`src/rtl/wb_sequencer_if.sv`:
```
// Request and register-file write-port bundle for the write-back sequencer.
// The master is the upstream pipeline; the slave is the sequencer itself.
interface wb_sequencer_if #(
  parameter int pw = 4
);
  logic          alu_valid;
  logic [pw:0]   alu_dest;
  logic [7:0]    alu_data;
  logic          ld_valid;
  logic [pw:0]   ld_dest;
  logic [7:0]    ld_data;
  logic          swap_req;
  logic [pw:0]   swap_addrA;
  logic [pw:0]   swap_addrB;
  logic [7:0]    swap_datA;
  logic [7:0]    swap_datB;
  logic          wr_en;
  logic [pw:0]   wr_addr;
  logic [7:0]    dat_out;
  logic          stall;
  logic          empty;
  logic          err;

  modport master (
    output alu_valid, alu_dest, alu_data,
    output ld_valid, ld_dest, ld_data,
    output swap_req, swap_addrA, swap_addrB, swap_datA, swap_datB,
    input  wr_en, wr_addr, dat_out, stall, empty, err
  );

  modport slave (
    input  alu_valid, alu_dest, alu_data,
    input  ld_valid, ld_dest, ld_data,
    input  swap_req, swap_addrA, swap_addrB, swap_datA, swap_datB,
    output wr_en, wr_addr, dat_out, stall, empty, err
  );
endinterface

```
`src/rtl/wb_sequencer.sv`:
```
// Write-back sequencer: queues ALU, load and SWAP writes and issues at most
// one registered register-file write per cycle through a single write port.
module wb_sequencer #(
  parameter int pw    = 4,
  parameter int DEPTH = 4
) (
  input  logic           clk,
  input  logic           reset,
  wb_sequencer_if.slave  bus
);

  localparam int AW = (DEPTH > 1) ? $clog2(DEPTH) : 1;
  localparam int CW = $clog2(DEPTH + 1);

  typedef struct packed {
    logic [pw:0] addr;
    logic [7:0]  data;
  } entry_t;

  entry_t          fifo_q [DEPTH];
  entry_t          fifo_d [DEPTH];
  logic [AW-1:0]   wr_ptr_q, wr_ptr_d;
  logic [AW-1:0]   rd_ptr_q, rd_ptr_d;
  logic [CW-1:0]   count_q, count_d;
  logic            wr_en_q, wr_en_d;
  logic [pw:0]     wr_addr_q, wr_addr_d;
  logic [7:0]      dat_out_q, dat_out_d;
  logic            err_q, err_d;

  logic            stall_s;
  logic            any_req_s;
  logic [1:0]      n_in_s;
  entry_t          e0_s, e1_s, head_s;
  logic [CW:0]     total_s;
  logic [CW:0]     next_cnt_s;
  logic            pop_s;
  logic [AW-1:0]   wr_ptr_p1_s;

  assign stall_s = (count_q == CW'(DEPTH));

  // Next-state: classify the request, update the queue, select the popped entry.
  always_comb begin
    any_req_s   = bus.alu_valid | bus.ld_valid | bus.swap_req;
    n_in_s      = 2'd0;
    e0_s        = '0;
    e1_s        = '0;
    err_d       = err_q;
    fifo_d      = fifo_q;
    wr_ptr_d    = wr_ptr_q;
    rd_ptr_d    = rd_ptr_q;
    wr_ptr_p1_s = wr_ptr_q + AW'(1);

    if (any_req_s && stall_s) begin
      err_d = 1'b1;
    end else if (bus.swap_req) begin
      // Each register receives the other's old value; ALU/load lose the collision.
      n_in_s = 2'd2;
      e0_s   = '{addr: bus.swap_addrA, data: bus.swap_datB};
      e1_s   = '{addr: bus.swap_addrB, data: bus.swap_datA};
      if (bus.alu_valid || bus.ld_valid) begin
        err_d = 1'b1;
      end else begin
        err_d = err_q;
      end
    end else if (bus.ld_valid && bus.alu_valid) begin
      n_in_s = 2'd2;
      e0_s   = '{addr: bus.ld_dest,  data: bus.ld_data};
      e1_s   = '{addr: bus.alu_dest, data: bus.alu_data};
    end else if (bus.ld_valid) begin
      n_in_s = 2'd1;
      e0_s   = '{addr: bus.ld_dest,  data: bus.ld_data};
    end else if (bus.alu_valid) begin
      n_in_s = 2'd1;
      e0_s   = '{addr: bus.alu_dest, data: bus.alu_data};
    end else begin
      n_in_s = 2'd0;
    end

    total_s    = {1'b0, count_q} + (CW+1)'(n_in_s);
    pop_s      = (total_s != '0);
    next_cnt_s = total_s - {{CW{1'b0}}, pop_s};
    count_d    = next_cnt_s[CW-1:0];

    // With an empty queue the first new entry bypasses storage entirely.
    if (count_q != CW'(0)) begin
      head_s = fifo_q[rd_ptr_q];
      if (n_in_s != 2'd0) begin
        fifo_d[wr_ptr_q] = e0_s;
      end else begin
        fifo_d[wr_ptr_q] = fifo_q[wr_ptr_q];
      end
      if (n_in_s == 2'd2) begin
        fifo_d[wr_ptr_p1_s] = e1_s;
      end else begin
        fifo_d[wr_ptr_p1_s] = fifo_d[wr_ptr_p1_s];
      end
      wr_ptr_d = wr_ptr_q + AW'(n_in_s);
      rd_ptr_d = rd_ptr_q + AW'(1);
    end else begin
      head_s = e0_s;
      if (n_in_s == 2'd2) begin
        fifo_d[wr_ptr_q] = e1_s;
        wr_ptr_d         = wr_ptr_p1_s;
      end else begin
        wr_ptr_d = wr_ptr_q;
      end
      rd_ptr_d = rd_ptr_q;
    end

    wr_en_d = pop_s;
    if (pop_s) begin
      wr_addr_d = head_s.addr;
      dat_out_d = head_s.data;
    end else begin
      wr_addr_d = wr_addr_q;
      dat_out_d = dat_out_q;
    end
  end

  // State and output registers; reset discards everything in flight.
  always_ff @(posedge clk) begin
    if (reset) begin
      fifo_q    <= '{default: '0};
      wr_ptr_q  <= '0;
      rd_ptr_q  <= '0;
      count_q   <= '0;
      wr_en_q   <= 1'b0;
      wr_addr_q <= '0;
      dat_out_q <= 8'h00;
      err_q     <= 1'b0;
    end else begin
      fifo_q    <= fifo_d;
      wr_ptr_q  <= wr_ptr_d;
      rd_ptr_q  <= rd_ptr_d;
      count_q   <= count_d;
      wr_en_q   <= wr_en_d;
      wr_addr_q <= wr_addr_d;
      dat_out_q <= dat_out_d;
      err_q     <= err_d;
    end
  end

  assign bus.wr_en   = wr_en_q;
  assign bus.wr_addr = wr_addr_q;
  assign bus.dat_out = dat_out_q;
  assign bus.stall   = stall_s;
  assign bus.empty   = (count_q == CW'(0)) && !wr_en_q;
  assign bus.err     = err_q;

endmodule

```
`src/flat_wrapper.sv`:
```
// flat-port wrapper written by rule: the top's interface ports become plain ports
module wb_sequencer_flat 
#(
  parameter int pw    = 4,
  parameter int DEPTH = 4
)
  (clk, reset, bus_alu_valid, bus_alu_dest, bus_alu_data, bus_ld_valid, bus_ld_dest, bus_ld_data, bus_swap_req, bus_swap_addrA, bus_swap_addrB, bus_swap_datA, bus_swap_datB, bus_wr_en, bus_wr_addr, bus_dat_out, bus_stall, bus_empty, bus_err);
  wb_sequencer_if #(.pw(pw)) bus_i ();
  input  logic clk;
  input  logic reset;
  input wire logic [$bits(bus_i.alu_valid)-1:0] bus_alu_valid;
  input wire logic [$bits(bus_i.alu_dest)-1:0] bus_alu_dest;
  input wire logic [$bits(bus_i.alu_data)-1:0] bus_alu_data;
  input wire logic [$bits(bus_i.ld_valid)-1:0] bus_ld_valid;
  input wire logic [$bits(bus_i.ld_dest)-1:0] bus_ld_dest;
  input wire logic [$bits(bus_i.ld_data)-1:0] bus_ld_data;
  input wire logic [$bits(bus_i.swap_req)-1:0] bus_swap_req;
  input wire logic [$bits(bus_i.swap_addrA)-1:0] bus_swap_addrA;
  input wire logic [$bits(bus_i.swap_addrB)-1:0] bus_swap_addrB;
  input wire logic [$bits(bus_i.swap_datA)-1:0] bus_swap_datA;
  input wire logic [$bits(bus_i.swap_datB)-1:0] bus_swap_datB;
  output wire logic [$bits(bus_i.wr_en)-1:0] bus_wr_en;
  output wire logic [$bits(bus_i.wr_addr)-1:0] bus_wr_addr;
  output wire logic [$bits(bus_i.dat_out)-1:0] bus_dat_out;
  output wire logic [$bits(bus_i.stall)-1:0] bus_stall;
  output wire logic [$bits(bus_i.empty)-1:0] bus_empty;
  output wire logic [$bits(bus_i.err)-1:0] bus_err;
  assign bus_i.alu_valid = bus_alu_valid;
  assign bus_i.alu_dest = bus_alu_dest;
  assign bus_i.alu_data = bus_alu_data;
  assign bus_i.ld_valid = bus_ld_valid;
  assign bus_i.ld_dest = bus_ld_dest;
  assign bus_i.ld_data = bus_ld_data;
  assign bus_i.swap_req = bus_swap_req;
  assign bus_i.swap_addrA = bus_swap_addrA;
  assign bus_i.swap_addrB = bus_swap_addrB;
  assign bus_i.swap_datA = bus_swap_datA;
  assign bus_i.swap_datB = bus_swap_datB;
  assign bus_wr_en = bus_i.wr_en;
  assign bus_wr_addr = bus_i.wr_addr;
  assign bus_dat_out = bus_i.dat_out;
  assign bus_stall = bus_i.stall;
  assign bus_empty = bus_i.empty;
  assign bus_err = bus_i.err;
  wb_sequencer #(.pw(pw), .DEPTH(DEPTH)) u_core (.clk(clk), .reset(reset), .bus(bus_i));
endmodule
```
`config.mk`:
```
export PLATFORM = sky130hd
export DESIGN_NAME = wb_sequencer_flat
export DESIGN_NICKNAME = d
export VERILOG_FILES = /design/src/rtl/wb_sequencer_if.sv /design/src/rtl/wb_sequencer.sv /design/src/flat_wrapper.sv
export SDC_FILE = /design/constraint.sdc
export NUM_CORES = 1
export LEC_CHECK = 0
export CORE_UTILIZATION = 55
export DETAILED_ROUTE_END_ITERATION = 6
export GPL_ROUTABILITY_DRIVEN = 0
export HOLD_SLACK_MARGIN = 0.15
export PLACE_DENSITY = 0.78
export SYNTH_ARGS = -nofsm -noshare
export SYNTH_HDL_FRONTEND = slang
export SYNTH_SLANG_ARGS = --single-unit
```
`constraint.sdc`:
```
create_clock -name clk -period 5.6 [get_ports clk]
set_clock_uncertainty 0.1 [all_clocks]
set_input_delay 0.56 -clock clk [delete_from_list [all_inputs] [get_ports clk]]
set_output_delay 0.56 -clock clk [all_outputs]
set_load 0.01 [all_outputs]
```
==> results by group <==
Run status
  – Status: complete, but fails checks
  – Failing checks: DRC

Global route
  – All-Layer GR Usage: 0.426
  – Initial antenna violation count: 0
  – Congestion Overflow GR: 0
  – First-pass GRT wire length: 42700 um
  – Largest net degree at the start of global routing: 48
  – Number of global-route vias before repair: 8098

Worst setup path
  – R2R Path End: u_core.count_q[2]$_SDFF_PP0_
  – Worst Reg-to-Reg Cells: 15
  – Reg2reg setup slack: 1.70 ns
  – Reg2reg start: u_core.count_q[2]$_SDFF_PP0_
  – Worst setup EP type: flip-flop
  – Worst Setup SP: bus_ld_valid
  – Crit path max fanout: 28
  – Crit start category: primary input
  – Worst path required time: 5.72 ns
  – Crit path arrival time: 4.17 ns
  – CP Class: primary input to flip-flop

Logic synthesis
  – Synth Flop Type: dfxtp_1
  – EDFF count, synth: 0
  – Compound-gate portion of the synthesized area: 0.340
  – Async SR Flop Fraction: 0
  – Synth Area in Adders: 0.0196
  – Number of distinct library cells after synthesis: 79
  – Yosys top cell area share: 0.211
  – Post-Synth Simple-Gate Area: 0.226
  – Yosys warnings: 0
  – Main combinational cell family by area after synthesis: compound AO/OA/AOI/OAI gates
  – Synth Cell Area: 0.00703 mm^2
  – Post-synthesis mux area share: 0.134
  – Register area share after synthesis: 0.211
  – Leading area contributor after synthesis: dfxtp_1
  – Post-synthesis xor/xnor area fraction: 0.00747
  – Synth area leaders: dfxtp_1 21%, nand2_1 7.2%, mux2_2 6.2%
  – Cell count after synthesis: 912
  – Syn avg cell area: 7.71 um^2
  – Yosys reg bits: 74
  – Syn Nets: 980

Placement
  – PortBufs: 73
  – Total placed instance area: 0.00778 mm^2
  – Placed Instances: 1093
  – Pre-CTS worst setup slack: 1.26 ns
  – Post-DP HPWL: 18000 um

Floorplanning
  – Die height: 115 um
  – # IOs: 74
  – Die area: 0.0132 mm^2
  – CORE AREA: 0.0123 mm^2
  – # rows: 40
  – Die W: 115 um
  – Initial Util: 0.574

Finish
  – Inserted Diodes: 0
  – Most common cell after layout, fill and taps aside: nand2_1
  – Final Non-Filler Cells: 1109
  – Final core occ: 0.666
  – Most used cells in the layout excluding fill and tap cells: 135 x nand2_1, 73 x dfxtp_1, 72 x clkdlybuf4s50_1
  – Design area: 0.00816 mm^2
  – Synthesis-to-finish area growth: 16.0%
  – Proportion of layout cells with a drive suffix above 1: 0.138
  – Fin nets: 1004

Routing
  – Drt initial violations: 1286
  – TritonRoute pass-1 iters: 7
  – Post-DR wirelength/cell: 25.2 um
  – Vias: 8443
  – DRT Wirelength: 27900 um
  – Vias per inst: 7.61
  – # DRC: 5
  – Post-route antenna net violation count: 0

Timing
  – Max Freq: 247 MHz
  – Unrepaired setup endpoints after global routing: no
  – Final setup violation count: 0
  – Worst Max-Slew Pin Slew: 1.12 ns
  – PnR worst setup slack: 1.55 ns
  – Number of hold violations in the final report: 0
  – Post-route minimum period: 4.05 ns
  – Post-route clock period utilization: 0.724
  – Relative slew margins: 0.252
  – Max Slew Vio Count: 0
  – Setup TNS: 0 ns
  – Hold WS: 0.395 ns

Min path
  – Hold Path Class: flip-flop to flip-flop
  – Hold path cells: 2
  – Hold_sp: u_core.bus.dat_out[0]$_SDFFE_PP0N_
  – Worst Hold End: u_core.bus.dat_out[0]$_SDFFE_PP0N_

Clock network
  – Clock root buffer master: clkbuf_16
  – Inserted Clock Buffers: 9
  – CTS Buffer Depth: 2
  – Clock Sinks: 74
  – Post-CTS Hold Fix Bufs: 0
  – CTS tree: done
  – Post-cts resize count: 0
  – Post-CTS Setup Inserts: 0
  – Reg clk slew, reported paths: 0.06 ns
  – Htree depth: 3
  – Clk Latency, worst-skew pair: 0.35 ns

Power
  – Largest vdd supply drop: 324 uV
  – Total power: 5.29 mW
  – Leak: 2.94 nW
  – PwrDens: 649 mW/mm^2

Job
  – Maxcap violations: 0
## flip-flops by register name, summed over array words and instances, names as in the netlist
signal / count
u_core.fifo_q: 52
u_core.bus.dat_out: 8
u_core.bus.wr_addr: 5
u_core.count_q: 3
u_core.rd_ptr_q: 2
u_core.wr_ptr_q: 2
u_core.bus.err: 1
u_core.bus.wr_en: 1
## worst max path at each step
stage / slack [ns] / depth (start not counted) / to
after floorplan: 2.12 / 15 / u_core.count_q[2]$_SDFF_PP0_
after global placement: 1.36 / 17 / u_core.count_q[2]$_SDFF_PP0_
after detailed placement: 1.26 / 16 / u_core.count_q[2]$_SDFF_PP0_
after CTS: 1.59 / 17 / u_core.count_q[2]$_SDFF_PP0_
after global routing: 1.29 / 17 / u_core.count_q[2]$_SDFF_PP0_
final: 1.55 / 17 / u_core.count_q[2]$_SDFF_PP0_
## cell families after synthesis
logic type | Yosys count
AOI/OAI and AO/OA | 321
xor gates and xnor gates | 6
adders and majority gates | 11
buffers and inverters | 97
DFF | 74
muxes | 72
and+or+nand+nor | 331
## layer usage
layer | up-vias | track usage | share of wire
met5 | - | 0 | 0
met4 | 0 | 0.300 | 0.074
met3 | 227 | 0.112 | 0.14
met2 | 765 | 0.655 | 0.43
met1 | 3882 | 0.518 | 0.36
li1 | 3569 | - | -
## critical path: stages
cell	delay (ns)
clkdlybuf4s50_1	0.61
inv_1	0.07
ha_1	0.22
or2b_2	0.26
nand2_1	0.15
and3_1	0.23
ha_1	0.22
ha_1	0.25
a21o_1	0.17
a211oi_1	0.29
o21ai_2	0.09
buf_4	0.25
ha_1	0.25
ha_1	0.20
xnor2_1	0.16
xnor2_1	0.13
nor2_1	0.05
## cells in the mapped netlist (11+ instances only)
library cell and count:
and2_1 13, o22ai_1 41, o21ai_0 51, mux2_2 39
a22oi_1 25, clkbuf_1 51, inv_1 13, a21oi_1 41
ha_1 11, mux2i_1 19, dfxtp_1 74, nor2_1 63
mux4_2 14, a311oi_1 47, nand2_1 135, nor3_1 27
buf_2 20, a211oi_1 21, nor2b_1 18, nand3_1 22
## report_power, final
group | switching, mW | total, mW | leakage, nW | internal, mW
clock | 0.249 | 0.775 | 0.184 | 0.526
combinational | 2.23 | 3.56 | 2.14 | 1.32
sequential | 0.238 | 0.963 | 0.613 | 0.725
total | 2.72 | 5.29 | 2.94 | 2.57
## layout make-up
class | count | area (um^2)
Timing Repair Buffer | 96 | 898
Clock buffer | 11 | 233
Sequential cell | 74 | 1480
Fill cell | 1045 | 4100
Clock inverter | 5 | 150
Tap cell | 168 | 210
Multi-Input combinational cell | 741 | 5120
Inverter | 14 | 65.1
No activity file was read; power rests on OpenSTA's default activity.
